<file path="src/rtl/cpu_pc_pkg.sv">
`default_nettype none
// ============================================================================
// Module   : cpu_pc_pkg
// Brief    : Shared types, constants and next-PC selection for the PC unit.
// Revision : 1.0 - initial release
// ============================================================================
package cpu_pc_pkg;

    // Bytes per instruction and number of low address bits that must be zero.
    localparam int INSTR_BYTES = 4;
    localparam int ALIGN_BITS  = 2;

    typedef enum logic [1:0] {
        PC_SEQ   = 2'd0,
        PC_HOLD  = 2'd1,
        PC_REDIR = 2'd2,
        PC_TRAP  = 2'd3
    } pc_sel_e;

    // Trap beats redirect beats stall. A misaligned redirect is refused and
    // freezes the PC for that cycle rather than falling through to stall/seq.
    function automatic pc_sel_e pc_select(
        input logic trap,
        input logic redirect,
        input logic misaligned,
        input logic stall
    );
        pc_sel_e sel;
        if (trap) begin
            sel = PC_TRAP;
        end else if (redirect && !misaligned) begin
            sel = PC_REDIR;
        end else if (redirect || stall) begin
            sel = PC_HOLD;
        end else begin
            sel = PC_SEQ;
        end
        return sel;
    endfunction

endpackage : cpu_pc_pkg
`default_nettype wire

</file>
<file path="src/rtl/cpu_return_addr_stack.sv">
`default_nettype none
// ============================================================================
// Module   : cpu_return_addr_stack
// Brief    : Circular return-address stack with saturating occupancy count.
//            When full, a push overwrites the oldest entry.
// Revision : 1.0 - initial release
// ============================================================================
module cpu_return_addr_stack #(
    parameter int ADDR_WIDTH = 32,
    parameter int RAS_DEPTH  = 4
) (
    input  logic                  clk,
    input  logic                  rst,
    input  logic                  push,
    input  logic                  pop,
    input  logic [ADDR_WIDTH-1:0] push_addr,
    output logic [ADDR_WIDTH-1:0] top,
    output logic                  empty,
    output logic                  full
);

    localparam int PTR_W = (RAS_DEPTH > 1) ? $clog2(RAS_DEPTH) : 1;
    localparam int CNT_W = $clog2(RAS_DEPTH + 1);

    logic [ADDR_WIDTH-1:0] mem_q [RAS_DEPTH];
    logic [PTR_W-1:0]      ptr_q, ptr_d;
    logic [CNT_W-1:0]      cnt_q, cnt_d;
    logic                  wr_en;
    logic [PTR_W-1:0]      wr_ptr;

    assign empty = (cnt_q == '0);
    assign full  = (cnt_q == CNT_W'(RAS_DEPTH));
    assign top   = empty ? '0 : mem_q[ptr_q];

    // Next pointer/count and write slot; pointer wraps since depth is 2^n.
    always_comb begin
        ptr_d  = ptr_q;
        cnt_d  = cnt_q;
        wr_en  = 1'b0;
        wr_ptr = ptr_q;
        if (push && pop && !empty) begin
            // Return immediately followed by a call: replace the top in place.
            wr_en  = 1'b1;
            wr_ptr = ptr_q;
        end else if (push) begin
            wr_en  = 1'b1;
            wr_ptr = ptr_q + PTR_W'(1);
            ptr_d  = ptr_q + PTR_W'(1);
            if (!full) begin
                cnt_d = cnt_q + CNT_W'(1);
            end
        end else if (pop && !empty) begin
            ptr_d = ptr_q - PTR_W'(1);
            cnt_d = cnt_q - CNT_W'(1);
        end
    end

    // Pointer and count registers.
    always_ff @(posedge clk) begin
        if (rst) begin
            ptr_q <= '0;
            cnt_q <= '0;
        end else begin
            ptr_q <= ptr_d;
            cnt_q <= cnt_d;
        end
    end

    // Entry storage; contents are only observed while count is non-zero.
    always_ff @(posedge clk) begin
        if (wr_en) begin
            mem_q[wr_ptr] <= push_addr;
        end
    end

endmodule : cpu_return_addr_stack
`default_nettype wire

</file>
<file path="src/rtl/cpu_pc_unit.sv">
`default_nettype none
// ============================================================================
// Module   : cpu_pc_unit
// Brief    : Fetch-stage program counter with reset vector, prioritised
//            next-PC selection, misaligned-redirect flag and return stack.
// Revision : 1.0 - initial release
// ============================================================================
module cpu_pc_unit
    import cpu_pc_pkg::*;
#(
    parameter int                    ADDR_WIDTH   = 32,
    parameter logic [ADDR_WIDTH-1:0] RESET_VECTOR = '0,
    parameter int                    RAS_DEPTH    = 4
) (
    input  logic                  clk,
    input  logic                  rst,
    input  logic                  stall,
    input  logic                  trap,
    input  logic [ADDR_WIDTH-1:0] trap_vec,
    input  logic                  redirect,
    input  logic [ADDR_WIDTH-1:0] redirect_target,
    input  logic                  ras_push,
    input  logic [ADDR_WIDTH-1:0] ras_push_addr,
    input  logic                  ras_pop,
    output logic [ADDR_WIDTH-1:0] pc_out,
    output logic [ADDR_WIDTH-1:0] pc_plus4,
    output logic [ADDR_WIDTH-1:0] ras_top,
    output logic                  ras_empty,
    output logic                  ras_full,
    output logic                  misaligned
);

    logic [ADDR_WIDTH-1:0] pc_q, pc_d;
    logic                  misaligned_q, misaligned_d;
    logic                  target_unaligned;
    pc_sel_e               pc_sel;
    logic                  ras_op_en;

    assign target_unaligned = (redirect_target[ALIGN_BITS-1:0] != '0);
    assign pc_sel           = pc_select(trap, redirect, target_unaligned, stall);
    assign pc_plus4         = pc_q + ADDR_WIDTH'(INSTR_BYTES);
    assign pc_out           = pc_q;
    assign misaligned       = misaligned_q;

    // Next-PC mux and misalignment flag; a trap suppresses the flag.
    always_comb begin
        pc_d         = pc_q;
        misaligned_d = redirect && !trap && target_unaligned;
        case (pc_sel)
            PC_TRAP:  pc_d = trap_vec;
            PC_REDIR: pc_d = redirect_target;
            PC_HOLD:  pc_d = pc_q;
            default:  pc_d = pc_plus4;
        endcase
    end

    // PC and flag registers.
    always_ff @(posedge clk) begin
        if (rst) begin
            pc_q         <= RESET_VECTOR;
            misaligned_q <= 1'b0;
        end else begin
            pc_q         <= pc_d;
            misaligned_q <= misaligned_d;
        end
    end

    // Stack operations are frozen while stalled or while taking a trap.
    assign ras_op_en = !stall && !trap;

    cpu_return_addr_stack #(
        .ADDR_WIDTH (ADDR_WIDTH),
        .RAS_DEPTH  (RAS_DEPTH)
    ) u_ras (
        .clk       (clk),
        .rst       (rst),
        .push      (ras_push && ras_op_en),
        .pop       (ras_pop && ras_op_en),
        .push_addr (ras_push_addr),
        .top       (ras_top),
        .empty     (ras_empty),
        .full      (ras_full)
    );

endmodule : cpu_pc_unit
`default_nettype wire

</file>
<file path="config.mk">
export PLATFORM = sky130hd
export DESIGN_NAME = cpu_pc_unit
export DESIGN_NICKNAME = d
export VERILOG_FILES = /design/src/rtl/cpu_pc_pkg.sv /design/src/rtl/cpu_return_addr_stack.sv /design/src/rtl/cpu_pc_unit.sv
export SDC_FILE = /design/constraint.sdc
export NUM_CORES = 1
export LEC_CHECK = 0
export ABC_AREA = 1
export CAP_MARGIN = 20
export CORE_MARGIN = 1
export CORE_UTILIZATION = 45
export DETAILED_ROUTE_END_ITERATION = 12
export PLACE_DENSITY = 0.74
export SYNTH_ARGS = -nofsm -noshare
export SYNTH_HDL_FRONTEND = slang
export SYNTH_SLANG_ARGS = --single-unit
</file>
<file path="constraint.sdc">
create_clock -name clk -period 4.3 [get_ports clk]
set_input_delay 0.86 -clock clk [delete_from_list [all_inputs] [get_ports clk]]
set_output_delay 0.86 -clock clk [all_outputs]
set_load 0.1 [all_outputs]
</file>
==> flow_summary.yaml, run 1 <==
run_status:
  status: "completed"
synth:
  synth_top_area_cell: "edfxtp_1"
  syn_area_per_cell_um2: 9.10
  yosys_most_used_dff: "edfxtp_1"
  synth-async-reset-ratio: 0
  yosys_warnings: 0
  syn_inst: 868
  synth-edff-count: 128
  synthTopCellsByArea: "edfxtp_1 (49%), dfxtp_1 (10%), nand2_1 (9.7%), nor2_1 (8.2%), a21oi_1 (5.4%)"
  ys_types: 39
  synth_xor_area_frac: 0.0193
  ys_ff_latch: 168
  synth-compound-area-share: 0.110
  synthAdderAreaFrac: 0.00728
  seq_area_frac_synth: 0.588
  synth_nets: 975
  synth_top_family_by_area: "simple AND/OR/NAND/NOR gates"
  synthSimpleGateAreaFrac: 0.237
  synth_area_um2: 7900
  synthMuxAreaShare: 0
  synth_top_area_share: 0.486
layout:
  diodes: 0
  nNetsFinal: 1168
  fill_cells: 1375
  syn_to_final_growth_pct: 38.3
  fin_cells: 1299
  layout_common_cells: "nand2_1 (205), nor2_1 (167), clkdlybuf4s50_1 (144)"
  design_area_um2: 10900
  layout_commonest_cell: "nand2_1"
  final_layout_size_suffix_gt1_frac: 0.128
pwr:
  p_clk_frac: 0.343
  p_int_w: 0.00304
  pwr_density_cell_nw_per_um2: 428
  ir_drop_mv: 0.299
  pwr-share-comb: 0.266
  power.total_w: 0.00467
  p_leak_nw: 4.07
  p_sw_frac: 0.349
  p_seq_frac: 0.391
  power_switching_w: 0.00163
drt:
  dr.pass1.iters: 4
  wl_per_cell_um: 15.4
  drt.antenna.violating_nets: 0
  wl_um: 19900
  viasPerCell: 5.08
  first_iter_violations: 343
  vias: 6596
  drc: 0
setup_path:
  crit_path_start_kind: "register"
  path_class: "register to primary output"
  crit_cells: 4
  reg2reg_depth: 8
  path_cells: "nand3_2 -> nor2_2 -> xor2_1 -> clkdlybuf4s50_1"
  reg2reg_slack_ns: 2.02
  cpPeakStageDelay_ns: 1.16
  crit_end: "pc_plus4[7]"
  rr_endpoint: "u_ras.mem_q[2][21]"
  critical-path-top-delay-family: "buffers and inverters"
  worstPathBufferInverterCount: 1
  cp-end-kind: "primary output"
  crit_arrival_ns: 2.57
  worstPathMaxFanout: 7
  r2r_start: "u_ras.cnt_q[0]"
  cpMaxStageDelayCell: "clkdlybuf4s50_1"
  critPathRequiredTime_ns: 3.44
  startpoint: "pc_out[4]"
placement:
  placed_cells: 1267
  place_area_um2: 10300
  place.gp.congestion: 0.902
  dp_hpwl_um: 13700
  pre_cts_ws_ns: 1.03
  port_buffers: 201
timing:
  fin_tns_setup_ns: 0
  relSlewSlack: 0.261
  setup_viol: 0
  max_freq_mhz: 291
  clock_skew_ns: 0.0109
  finalMaxSlewViolations: 0
  finalCritPeriodShare: 0.798
  worstMarginPinSlew_ns: 1.11
  rsz0062_at_grt: "no"
  setup_ws_ns: 0.867
  finalCriticalPeriod_ns: 3.43
  hold_viol: 0
clock_network:
  cts_hold_buffers: 0
  numCtsBuffers: 17
  clock_path_buffers: 2
  clkTransAtPathRegs_ns: 0.07
  cts_root_buffer: "clkbuf_16"
  worstSkewPairLatency_ns: 0.42
  ctsResizeCount: 0
  htreeDepth: 4
  cts_tree: "built"
  cts_sinks: 168
  cts_setup_buffers: 0
floorplan:
  start_util: 0.458
  die_w_um: 135
  die_area_um2: 18100
  coreArea_um2: 17200
  rows: 48
  num_io_pins: 202
  die_h_um: 135
global_routing:
  antenna_found_initial: 0
  grt_pass1_wl_um: 31600
  overflow: 0
  first_global_vias: 6449
  grt_start_max_net_pins: 65
  track_usage: 0.230
run:
  cap_violations: 0
worst_hold_path:
  min_path_type: "register to register"
layer usage:
layer | wire, um | global-route usage
met5 | 0 | 0
met1 | 8380 | 0.271
met3 | 1300 | 0.0571
met4 | 259 | 0.0818
met2 | 10000 | 0.407
cells in the mapped netlist, types with 4 or more instances:
cell and count:
and2_1 6, xor2_1 6, nor2_4 5, dfxtp_1 40, xnor2_1 4, edfxtp_1 128
buf_4 4, a21oi_1 85, nand2_1 205, buf_1 8, xor2_2 4, clkbuf_1 21
nand3b_1 8, buf_2 4, o21ai_0 77, nand3_1 23, inv_1 29, nor2_1 172
nor2_2 6
state kept, by name, indices dropped and copies added, names as in the netlist, named ones only:
register / count
misaligned: 1
pc_out: 32
u_ras.cnt_q: 3
u_ras.mem_q: 128
u_ras.ptr_q: 2
logic make-up (layout without fill, tap and decap cells):
logic type	after synthesis	after routing
XOR/XNOR	14	14
AND/OR/NAND/NOR	440	440
AO/OA/AOI/OAI	170	170
buffers and inverters	72	278
flip-flops	168	168
adder cells (fa/ha/maj)	4	4
metrics by stage:
stage / util / hold WS (ns)
after global routing: 0.634 / 0.519
after CTS: 0.634 / 0.497
after detailed placement: 0.597 / 0.487
final: 0.634 / 0.497
after floorplan: - / 0.458
after global placement: 0.597 / 0.479
worst min path at each step:
stage                   start  cells past startpoint              to  slack, ns
6_report            pc_out[0]                      2       pc_out[0]       0.50
5_1_grt        u_ras.cnt_q[2]                      2  u_ras.cnt_q[2]       0.52
4_1_cts        u_ras.cnt_q[2]                      2  u_ras.cnt_q[2]       0.50
3_5_place_dp   u_ras.cnt_q[2]                      2  u_ras.cnt_q[2]       0.49
3_3_place_gp        pc_out[0]                      2       pc_out[0]       0.48
2_1_floorplan  u_ras.cnt_q[2]                      2  u_ras.cnt_q[2]       0.46
power groups by stage:
stage	sequential [W]	combinational (W)	clock, W
4_1_cts	0.00183	0.00125	0.00162
3_3_place_gp	0.00186	0.00124	0
5_1_grt	0.00183	0.00130	0.00169
2_1_floorplan	0.00200	0.000690	0
6_report	0.00183	0.00124	0.00160
3_5_place_dp	0.00186	0.00124	0
worst reg2reg max path: stages, from the launching register on:
cell,delay [ns]
dfxtp_1,0.35
inv_1,0.09
nand3_1,0.19
nand2_1,0.14
nand2_1,0.07
o21ai_0,0.37
inv_1,0.15
nor2_2,0.13
buf_4,0.40
area by class of cell:
type                       count  area (um2)  share of cell area
multi-input combinational    628        2970               0.272
clock inverter                15         216              0.0198
inverter                      33         129              0.0118
timing repair buffer         213        2260               0.207
tap                          225         282              0.0258
clock buffer                  17         425              0.0389
sequential                   168        4650               0.425
No activity file was read; power rests on OpenSTA's default activity.
==> run 2, diff against run 1 <==
--- a/config.mk
+++ b/config.mk
@@ -10,7 +10,7 @@
 export CORE_MARGIN = 1
 export CORE_UTILIZATION = 45
 export DETAILED_ROUTE_END_ITERATION = 12
-export PLACE_DENSITY = 0.74
+export PLACE_DENSITY = 0.77
 export SYNTH_ARGS = -nofsm -noshare
 export SYNTH_HDL_FRONTEND = slang
 export SYNTH_SLANG_ARGS = --single-unit
==> constraint.sdc (replaced) <==
create_clock -name clk -period 2.8 [get_ports clk]
set_input_delay 0.56 -clock clk [delete_from_list [all_inputs] [get_ports clk]]
set_output_delay 0.56 -clock clk [all_outputs]
set_load 0.1 [all_outputs]
==> run 2 against run 1 <==
  * Die area unchanged
  * Routed wire length is 7.5% higher
  * Worst setup slack got worse by 0.70 ns
  * Critical path type unchanged
  * Critical endpoint is now ras_top[18]
  * Largest cell class unchanged
==> flow_summary.yaml, run 2 (synthesis gave the netlist of run 1 again) <==
run_status:
  status: "completed"
setup_path:
  crit_arrival_ns: 2.08
  path_class: "register to primary output"
  critPathRequiredTime_ns: 2.24
  reg2reg_depth: 8
  path_cells: "buf_4 -> nor2_1 -> nor2_1 -> o21ai_0 -> a21oi_1 -> buf_12"
  rr_endpoint: "u_ras.mem_q[3][9]"
  r2r_start: "u_ras.cnt_q[2]"
  worstPathMaxFanout: 31
  cpMaxStageDelayCell: "dfxtp_2"
  crit_end: "ras_top[18]"
  reg2reg_slack_ns: 0.76
  path_common_cell: "nor2_1"
  cpPeakStageDelay_ns: 0.41
  crit_path_start_kind: "register"
  cp-end-kind: "primary output"
global_routing:
  antenna_found_initial: 0
  track_usage: 0.246
  grt_pass1_wl_um: 33800
  first_global_vias: 6645
  grt_start_max_net_pins: 34
  overflow: 0
drt:
  dr.pass1.iters: 5
  wl_per_cell_um: 16.3
  first_iter_violations: 462
  viasPerCell: 5.21
  drt.antenna.violating_nets: 0
  wl_um: 21400
  vias: 6832
  drc: 0
clock_network:
  numCtsBuffers: 17
  cts_sinks: 168
  cts_tree: "built"
  worstSkewPairLatency_ns: 0.42
  cts_root_buffer: "clkbuf_16"
  clkTransAtPathRegs_ns: 0.07
  htreeDepth: 4
  clock_path_buffers: 2
placement:
  dp_hpwl_um: 14900
  place.gp.congestion: 0.829
  placed_cells: 1278
  port_buffers: 201
floorplan:
  rows: 48
  start_util: 0.458
  coreArea_um2: 17200
  die_area_um2: 18100
  die_h_um: 135
  die_w_um: 135
  num_io_pins: 202
timing:
  finalCritPeriodShare: 0.942
  worstMarginPinSlew_ns: 0.693
  finalCriticalPeriod_ns: 2.64
  relSlewSlack: 0.538
  clock_skew_ns: 0.0106
  finalMaxSlewViolations: 0
  max_freq_mhz: 379
  hold_viol: 0
  rsz0062_at_grt: "no"
  setup_viol: 0
run:
  cap_violations: 0
layout:
  multi_input_area_um2: 3280
  final_layout_size_suffix_gt1_frac: 0.233
  fill_cells: 1298
  seqCellArea_um2: 4670
  fin_cells: 1312
  layout_common_cells: "nand2_1 (196), nor2_1 (167), edfxtp_1 (128)"
  syn_to_final_growth_pct: 48.1
  nNetsFinal: 1181
  final_core_util: 0.679
  largest_register_ffs: 128
  top_register: "u_ras.mem_q"
  diodes: 0
  layout_commonest_cell: "nand2_1"
pwr:
  p_leak_nw: 4.36
  pwr_density_cell_nw_per_um2: 617
  ir_drop_mv: 0.434
worst_hold_path:
  min_path_type: "register to register"
==> run 2: cell types whose count changed in the layout (fill, tap and decap cells not counted), sizes merged <==
cell           previous run  this run
clkdlybuf4s50           144       102
bufinv                    2         1
clkinvlp                  0         4
buf                      69       124
clkinv                    6         4
inv                      40        39
==> run 2: per-layer routing <==
metal	vias up	GRT usage	share of wire
li1	3329	-	-
met1	3244	0.288	0.40
met2	241	0.440	0.52
met3	18	0.0646	0.073
met4	0	0.0755	0.011
met5	-	0	0
==> run 2: what timing repair did <==
| action | 4_1_cts | 5_1_grt |
|---|---|---|
| hold endpoints to repair | 0 | 0 |
| hold buffers | 0 | 0 |
| resized for setup | 1 | 4 |
| endpoints found under the setup margin | 12 | 8 |
| buffers inserted | 0 | 1 |
| pin swaps | 0 | 2 |
==> run 2: per-stage QoR <==
step	worst slack [ns]	total power, W	setup TNS [ns]	hold slack [ns]	area (um2)
CTS	0.0280	0.00726	0	0.487	11700
detailed placement	0.0887	0.00498	0	0.475	11100
global placement	0.131	0.00496	0	0.472	11100
finish	0.163	0.00722	0	0.486	11700
floorplan	-0.239	0.00421	-6.95	0.458	8260
global route	0.0165	0.00746	0	0.505	11700
==> run 2: worst max-delay path: cells and delay by family, from the launching register on <==
kind | cells | cell delay, ns
buf+inv | 2 | 0.58
compound gates | 2 | 0.45
flops | 1 | 0.41
simple gates | 2 | 0.20
==> run 2: report_power, final <==
| group | internal [W] | leakage (nW) | switching [W] | total [W] |
|---|---|---|---|---|
| Clock | 0.00126 | 0.276 | 0.00103 | 0.00228 |
| Combinational | 0.000677 | 2.59 | 0.00143 | 0.00211 |
| Sequential | 0.00275 | 1.49 | 0.0000760 | 0.00283 |
==> run 2: area by class of cell <==
| type | instances | share of cell area |
|---|---|---|
| clock buffer | 17 | 0.0363 |
| clock inverter | 15 | 0.0134 |
| inverter | 33 | 0.0117 |
| multi-input combinational | 628 | 0.280 |
| sequential | 168 | 0.399 |
| tap | 225 | 0.0241 |
| timing repair buffer | 226 | 0.235 |
==> run 2: worst min-delay path by stage <==
stage,startpoint,end,slack [ns],cells past startpoint
final,pc_out[0],pc_out[0],0.49,2
after global routing,pc_out[0],pc_out[0],0.51,2
after CTS,pc_out[0],pc_out[0],0.49,2
after detailed placement,pc_out[0],pc_out[0],0.48,2
after global placement,u_ras.cnt_q[2],u_ras.cnt_q[2],0.47,2
after floorplan,u_ras.cnt_q[2],u_ras.cnt_q[2],0.46,2
